`src/rtl/ds_setpoint_ramp.sv`:
```
// Setpoint slew limiter feeding the delta-sigma modulator: accepts a target code and
// walks the modulator input toward it in bounded steps paced by frame pulses.
//
//   state | meaning
//   INIT  | first cycle out of reset, strobes RESET_CODE into the modulator
//   IDLE  | holding current code, ready for a new target
//   RAMP  | stepping toward the target, one step per (rate+1) frame pulses
module ds_setpoint_ramp #(
    parameter int                BITS       = 5,
    parameter int                STEP       = 1,
    parameter logic [BITS-1:0]   RESET_CODE = {1'b1, {(BITS-1){1'b0}}},
    parameter int                RATE_W     = 8
) (
    input  logic              clk,
    input  logic              rst,
    input  logic [BITS-1:0]   tgt_data,
    input  logic              tgt_valid,
    output logic              tgt_ready,
    input  logic [RATE_W-1:0] rate,
    input  logic              frame,
    input  logic              abort,
    output logic [BITS-1:0]   data_out,
    output logic              data_out_en,
    output logic              busy,
    output logic              done
);

    typedef enum logic [1:0] {
        S_INIT = 2'd0,
        S_IDLE = 2'd1,
        S_RAMP = 2'd2
    } state_t;

    localparam logic [BITS-1:0]   STEP_C = BITS'(STEP);
    localparam logic [RATE_W-1:0] ONE_R  = {{(RATE_W-1){1'b0}}, 1'b1};

    state_t              state_q, state_d;
    logic [BITS-1:0]     code_q, code_d;
    logic [BITS-1:0]     target_q, target_d;
    logic [RATE_W-1:0]   rate_q, rate_d;
    logic [RATE_W-1:0]   count_q, count_d;
    logic                strobe_q, strobe_d;
    logic                done_q, done_d;

    logic                up;
    logic [BITS-1:0]     diff;
    logic [BITS-1:0]     delta;
    logic [BITS-1:0]     step_code;

    // Step size is clamped to the remaining distance so the code never overshoots or wraps.
    always_comb begin
        up        = target_q > code_q;
        diff      = up ? (target_q - code_q) : (code_q - target_q);
        delta     = (diff < STEP_C) ? diff : STEP_C;
        step_code = up ? (code_q + delta) : (code_q - delta);
    end

    always_comb begin
        state_d  = state_q;
        code_d   = code_q;
        target_d = target_q;
        rate_d   = rate_q;
        count_d  = count_q;
        strobe_d = 1'b0;
        done_d   = 1'b0;
        case (state_q)
            S_INIT: begin
                state_d = S_IDLE;
            end
            S_IDLE: begin
                if (tgt_valid) begin
                    target_d = tgt_data;
                    rate_d   = rate;
                    count_d  = '0;
                    if (tgt_data == code_q) begin
                        done_d = 1'b1;
                    end else begin
                        state_d = S_RAMP;
                    end
                end
            end
            S_RAMP: begin
                if (abort) begin
                    state_d = S_IDLE;
                end else if (frame) begin
                    if (count_q == rate_q) begin
                        count_d  = '0;
                        code_d   = step_code;
                        strobe_d = 1'b1;
                        if (step_code == target_q) begin
                            done_d  = 1'b1;
                            state_d = S_IDLE;
                        end
                    end else begin
                        count_d = count_q + ONE_R;
                    end
                end
            end
            default: begin
                state_d = S_INIT;
            end
        endcase
    end

    always_ff @(posedge clk) begin
        if (rst) begin
            state_q  <= S_INIT;
            code_q   <= RESET_CODE;
            target_q <= RESET_CODE;
            rate_q   <= '0;
            count_q  <= '0;
            strobe_q <= 1'b0;
            done_q   <= 1'b0;
        end else begin
            state_q  <= state_d;
            code_q   <= code_d;
            target_q <= target_d;
            rate_q   <= rate_d;
            count_q  <= count_d;
            strobe_q <= strobe_d;
            done_q   <= done_d;
        end
    end

    // INIT strobe is gated by rst so the reset cycles themselves never load the modulator.
    assign data_out_en = strobe_q | ((state_q == S_INIT) & ~rst);
    assign data_out    = code_q;
    assign busy        = (state_q == S_RAMP);
    assign tgt_ready   = (state_q == S_IDLE);
    assign done        = done_q;

endmodule
```
`config.mk`:
```
export PLATFORM = sky130hd
export DESIGN_NAME = ds_setpoint_ramp
export DESIGN_NICKNAME = d
export VERILOG_FILES = /design/src/rtl/ds_setpoint_ramp.sv
export SDC_FILE = /design/constraint.sdc
export NUM_CORES = 1
export LEC_CHECK = 0
export CORE_MARGIN = 2
export CORE_UTILIZATION = 50
export DETAILED_ROUTE_END_ITERATION = 10
export PLACE_DENSITY_LB_ADDON = 0.12
export SLEW_MARGIN = 10
export SYNTH_ARGS = -nofsm -noshare
export SYNTH_HDL_FRONTEND = slang
export SYNTH_SLANG_ARGS = --single-unit
```
`constraint.sdc`:
```
create_clock -name clk -period 4.5 [get_ports clk]
set_input_delay 1.35 -clock clk [delete_from_list [all_inputs] [get_ports clk]]
set_output_delay 1.35 -clock clk [all_outputs]
set_load 0.01 [all_outputs]
```
# Word level (Yosys, flattened, before mapping)
# Cells that the tools add are included.
# op_classes
add_sub_neg	5
order_cmp	2
n_eq_ne	12
n_mux	23
n_bitwise	6
reduce_logical	7
# ops
op	count
two-way mux 8 bit	4
one-hot mux 8 bit (2 select lines)	1
two-way mux 5 bit	3
subtractor 5 bit	3
two-way mux 2 bit	6
== test 5 bit	2
adder 8 x 1 -> 8 bit (second input constant)	1
== test 8 bit	1
inequality test 2 bit (second input constant)	4
AND reduction 4 bit	2
two-way mux 1 bit	7
inequality test 3 x 2 -> 1 bit (second input constant)	2
one-hot mux 2 bit (3 select lines)	1
adder 5 bit	1
> comparator 5 bit	1
less-than comparator 5 x 1 -> 1 bit (second input constant)	1
AND reduction 5 bit	1
NOT 1 bit	4
OR reduction 4 bit	1
inequality test 3 bit (second input constant)	1
== test 2 x 1 -> 1 bit (second input constant)	1
== test 2 bit (second input constant)	1
zero test 2 bit	1
one-hot mux 1 bit (2 select lines)	1
other kinds (4)	4
# totals
register_bits	30
inputBits	18
output_inout_bits	9
wordCells	62

# Depth between registers and ports, before layout
# Gate-level depths: netlist (run 1).
# logic_depth
word_depth	12
mapped_depth	22
ltp_nobuf	22

# Least setup slack after synthesis (run 1)
# Ideal clock, no wire load.
# synth_path
path_type	reg-to-reg
from	reg code_q[2], in the netlist data_out[2]
to	reg state_q[0]
setup_ps	132
t_arrival_ps	4452
setup_slack_ps	-84
path_stages_with_launch	21
n_path_buf	1
period_less_slack_ps	4584
cell_sequence	dfxtp_1 inv_1 ha_1 buf_6 and3_1 and3_4 a21oi_1 nor2_1 a221o_1 o2111a_1 ha_1 a211oi_4 inv_1 ha_1 nand2_1 o21ai_1 xnor3_1 or4_1 o21a_1 o211ai_1 o41ai_2
# synth_between
elab_chain_len	9
# synth_rtl
element	line_no	text
start, declared	38	logic [BITS-1:0] code_q, code_d;
start signal, assigned	116	code_q <= code_d;
subtractor 5 bit / > comparator 5 bit (equally long branches)	53, 52	
two-way mux 5 bit	53	diff = up ? (target_q - code_q) : (code_q - target_q);
less-than comparator 5 x 1 -> 1 bit	54	delta = (diff < STEP_C) ? diff : STEP_C;
two-way mux 5 bit	54	
subtractor 5 bit / adder 5 bit (equally long branches)	55	step_code = up ? (code_q + delta) : (code_q - delta);
two-way mux 5 bit	55	
== test 5 bit	90	if (step_code == target_q) begin
inequality test 3 x 2 -> 1 bit (no line)	--	
AND reduction 5 bit (no line) (*)	--	
end signal, assigned	115	state_q <= state_d;
end, declared	37	state_t state_q, state_d;
# Every way passes the cells marked *; elsewhere a longest branch is shown, timed or not.
# A chain may end at the register's enable or synchronous reset.

# Final worst setup path (run 1)
# layout_path
from	reg code_q[0], in the netlist data_out[0]
to	reg state_q[0]
# The elaborated chain is that of the path after synthesis.

==> results of run 1 <==
==> layer usage <==
metal  up-vias  GRT usage (%)  routed length [µm]
li1        903              -                   -
met1       809           30.1                2270
met2        40           33.4                2190
met3         6           5.26                 194
met4         0           7.75                  74
met5         -              0                   0
==> stage by stage <==
step	std cells	instance area (µm²)	hold WS (ns)
after global placement	330	2460	0.457
after global routing	340	2670	0.489
after CTS	338	2570	0.469
after detailed placement	330	2460	0.461
after floorplan	247	2070	0.448
final	340	2670	0.469
==> worst max-delay path, cell delays in order, from the launching register on <==
cell,delay [ns]
sky130_fd_sc_hd__dfxtp_2,0.34
sky130_fd_sc_hd__inv_1,0.10
sky130_fd_sc_hd__ha_2,0.22
sky130_fd_sc_hd__fa_2,0.21
sky130_fd_sc_hd__inv_1,0.05
sky130_fd_sc_hd__a21o_1,0.17
sky130_fd_sc_hd__a21oi_1,0.18
sky130_fd_sc_hd__xor2_1,0.23
sky130_fd_sc_hd__nand2_1,0.10
sky130_fd_sc_hd__o22ai_2,0.14
sky130_fd_sc_hd__o2111a_1,0.26
sky130_fd_sc_hd__ha_4,0.21
sky130_fd_sc_hd__and2_4,0.14
sky130_fd_sc_hd__fa_2,0.60
sky130_fd_sc_hd__xor2_2,0.15
sky130_fd_sc_hd__nand3_1,0.10
sky130_fd_sc_hd__or4_4,0.53
sky130_fd_sc_hd__o21a_4,0.25
sky130_fd_sc_hd__o211ai_1,0.20
sky130_fd_sc_hd__o41ai_2,0.10
==> path summary, 6_finish.rpt <==
path                    start         end  slack, ns  cells after the start
setup / recovery  data_out[0]  state_q[0]       0.09                     19
hold / removal      rate_q[7]   rate_q[7]       0.47                      2
setup reg to reg  data_out[0]  state_q[0]       0.09                     19
hold reg to reg     rate_q[7]   rate_q[7]       0.47                      2
==> cell type report <==
cell class	count	area, µm²
Clock buffer	6	82.6
Clock inverter	2	12.5
Fill cell	341	1330
Inverter	20	75.1
Multi-Input combinational cell	192	1470
Sequential cell	30	603
Tap cell	50	62.6
Timing Repair Buffer	40	365
==> layout by cell type, fill, tap and decap left out, types with 5 or more instances in the layout <==
cell type and instances:
sky130_fd_sc_hd__nand2_1 38, sky130_fd_sc_hd__dfxtp_1 28, sky130_fd_sc_hd__clkdlybuf4s50_1 26, sky130_fd_sc_hd__nor2_1 20, sky130_fd_sc_hd__xor2_1 20, sky130_fd_sc_hd__inv_1 16, sky130_fd_sc_hd__a21oi_1 15, sky130_fd_sc_hd__ha_1 15
sky130_fd_sc_hd__buf_4 14, sky130_fd_sc_hd__xnor2_1 11, sky130_fd_sc_hd__nand3_1 6, sky130_fd_sc_hd__clkbuf_8 6, sky130_fd_sc_hd__nand2b_1 5
==> power by group <==
group / switching (W) / leakage (nW) / internal [W]
registers: 0.0000287 / 0.244 / 0.000299
clock network: 0.000109 / 0.0472 / 0.000123
logic: 0.000650 / 0.833 / 0.000608
==> cells by family (layout without fill, tap and decap cells) <==
family / after synthesis / after routing / share of synthesized area [%]
AND/OR/NAND/NOR: 88 / 88 / 19.5
AO/OA/AOI/OAI: 42 / 42 / 13.8
XOR/XNOR: 34 / 34 / 15.7
flip-flops: 30 / 30 / 29.0
buffers and inverters: 25 / 68 / 4.90
adder cells (fa/ha/maj): 22 / 22 / 14.4
multiplexers: 5 / 5 / 2.54
other: 1 / 1 / 0.181
==> flip-flops by register name (all words and copies together), names as in the netlist <==
signal,count
state_q,2
count_q,8
rate_q,8
strobe_q,1
target_q,5
data_out,5
done,1
==> what timing repair did <==
action	in CTS	in global routing
setup buffers	0	2
hold buffers	0	0
gates cloned	0	0
setup endpoints to repair	2	3
pin swaps	1	19
gates resized for setup	2	25
==> run summary, run 1 <==
The tightest slew margin relative to the limit came out at 61.3%. For this run, the leading register cell type out of synthesis is sky130_fd_sc_hd__dfxtp_1. Counting every instance in the synthesized netlist gives 247.

The count of maximum capacitance violations is 0. The post-placement worst setup slack came out at -0.0974 ns. The total detailed-routing wirelength came out at 4730 µm.

In the post-synthesis netlist, the biggest area contributors are sky130_fd_sc_hd__dfxtp_1 29%, sky130_fd_sc_hd__ha_1 11%, sky130_fd_sc_hd__xor2_1 8.9%. The DRC violation count after routing came out at 0. At the later pin of the worst-skew pair, clock insertion delay measures 0.29 ns. The via count of the first global-routing pass is 1,592. After detailed routing, the number of vias per cell comes to 5.17.

Setup repair after global routing could not meet its margin everywhere. No sink is reached through more buffers than the 2 on the longest clock path. The total of flip-flops plus latches after synthesis is 30. Power comes to 0.00182 W.

Input and output buffers added on the ports amount to 26. The maximum fanout along the worst path is 4. The first global-routing pass estimated 7470 µm of wire. Counting the buffers created by CTS gives 5.

The element type at the critical path end is a register. The arrival time at the worst endpoint is 4.58 ns. The die footprint is 4670 µm².

Adding up every negative setup slack in the final design gives 0 ns. Setup violations remaining at the end of the flow were counted as 0. The die extent in x is 68.3 µm. The number of hold-slack violations in the final timing report came out at 0. The layout overhead on the synthesized area is 29.1%.

The estimated wirelength of the detail-placed design is 3550 µm. The total standard cell area after synthesis is 2070 µm². The area of the core is 4000 µm². Yosys mapped a number of flops with a built-in enable equal to 0. The clock period minus worst slack came out at 4.41 ns. The critical path in this run is classified as register to register. Before antenna repair, the detailed router went through 4 iterations. The required time of the worst setup path came out at 4.67 ns. For the pin with the worst max-slew slack, the measured transition is 0.580 ns. The share of the yosys chip area belonging to registers is 29.0%. The overall routing resource usage came out at 21.9%. The core occupancy in the finished layout is 66.8%. The H-tree depth reported by CTS came out at 2. Summed over all cells, the static leakage comes to 1.12 nW. By instance count, the leading cell after synthesis is sky130_fd_sc_hd__nand2_1. The clock root buffer is sky130_fd_sc_hd__clkbuf_8.

The floorplan step set the die height to 68.3 µm. The power density of the placed cells is 680 nW/µm². The clock slew at the register clock pins of the worst setup and hold paths is 0.07 ns.

CTS saw 30 sinks. Summed over all instances, the cell type with the most area after synthesis is sky130_fd_sc_hd__dfxtp_1. The fraction of layout instances using a drive strength above 1 is 16.9%. The fraction of synthesized cell area taken by the top area cell type came out at 29.0%.

Averaged over all synthesized cells, the footprint is 8.38 µm². The detailed-route via count is 1,758. Once routing completed, OpenROAD measured the worst setup slack at 0.0922 ns. Yosys printed 0 warnings. The class of the tightest hold or removal check is register to register. The CTS tree is done.

The async set-or-reset flop fraction in the synthesized netlist came out at 0%. The number of antenna violations at the first check in global routing came out at 0. The largest voltage drop on the vdd net came out at 0.000428 V.

STA classifies the critical path startpoint as a register. The floorplan row count is 23. The number of diodes added for antenna fixing is 0. The final-stage net count came out at 329. The count of unique library cells instantiated by Yosys is 43. Dividing the detail-routed wire length by the instance count gives 13.9 µm. The number of nets handed over by synthesis was 287. After the first detailed-routing iteration, the DRC count stood at 121. The final number of max-transition violations is 0. The final weighted congestion in routability-driven placement is 0.871. Of the available clock period, the critical path in the final layout requires 98.0%.

The detail route stage leaves a number of antenna-violating nets equal to 0. The I/O pin count is 27. The initial standard-cell utilization of the core came out at 51.7%. Summed over all layers, the global routing overflow is 0. The flow ran to the end, and the final reports show no timing, DRC or antenna violations. The maximum number of pins on one net before global-route repair is 20. The commonest cells after synthesis are 39 x sky130_fd_sc_hd__nand2_1, 30 x sky130_fd_sc_hd__dfxtp_1, 21 x sky130_fd_sc_hd__xor2_1.

The final clock skew came out at 0.00880 ns. Static timing analysis puts the maximum clock frequency at 227 MHz.
(Power assumes the default switching activity.)
==> inputs of run 2 (changes only) <==
--- a/config.mk
+++ b/config.mk
@@ -7,6 +7,7 @@
 export LEC_CHECK = 0
 export CORE_MARGIN = 2
 export CORE_UTILIZATION = 50
+export CTS_BUF_LIST = sky130_fd_sc_hd__clkbuf_8 sky130_fd_sc_hd__clkbuf_16
 export DETAILED_ROUTE_END_ITERATION = 10
 export PLACE_DENSITY_LB_ADDON = 0.12
 export SLEW_MARGIN = 10
==> results of run 2 <==
Final layout, timing and power as in run 1 (identical DEF).
==> inputs of run 3 (changes only) <==
--- a/config.mk
+++ b/config.mk
@@ -8,6 +8,7 @@
 export CORE_MARGIN = 2
 export CORE_UTILIZATION = 50
 export CTS_BUF_LIST = sky130_fd_sc_hd__clkbuf_8 sky130_fd_sc_hd__clkbuf_16
+export CTS_CLUSTER_DIAMETER = 120
 export DETAILED_ROUTE_END_ITERATION = 10
 export PLACE_DENSITY_LB_ADDON = 0.12
 export SLEW_MARGIN = 10
==> results of run 3 <==
Final layout, timing and power as in run 1 (identical DEF).
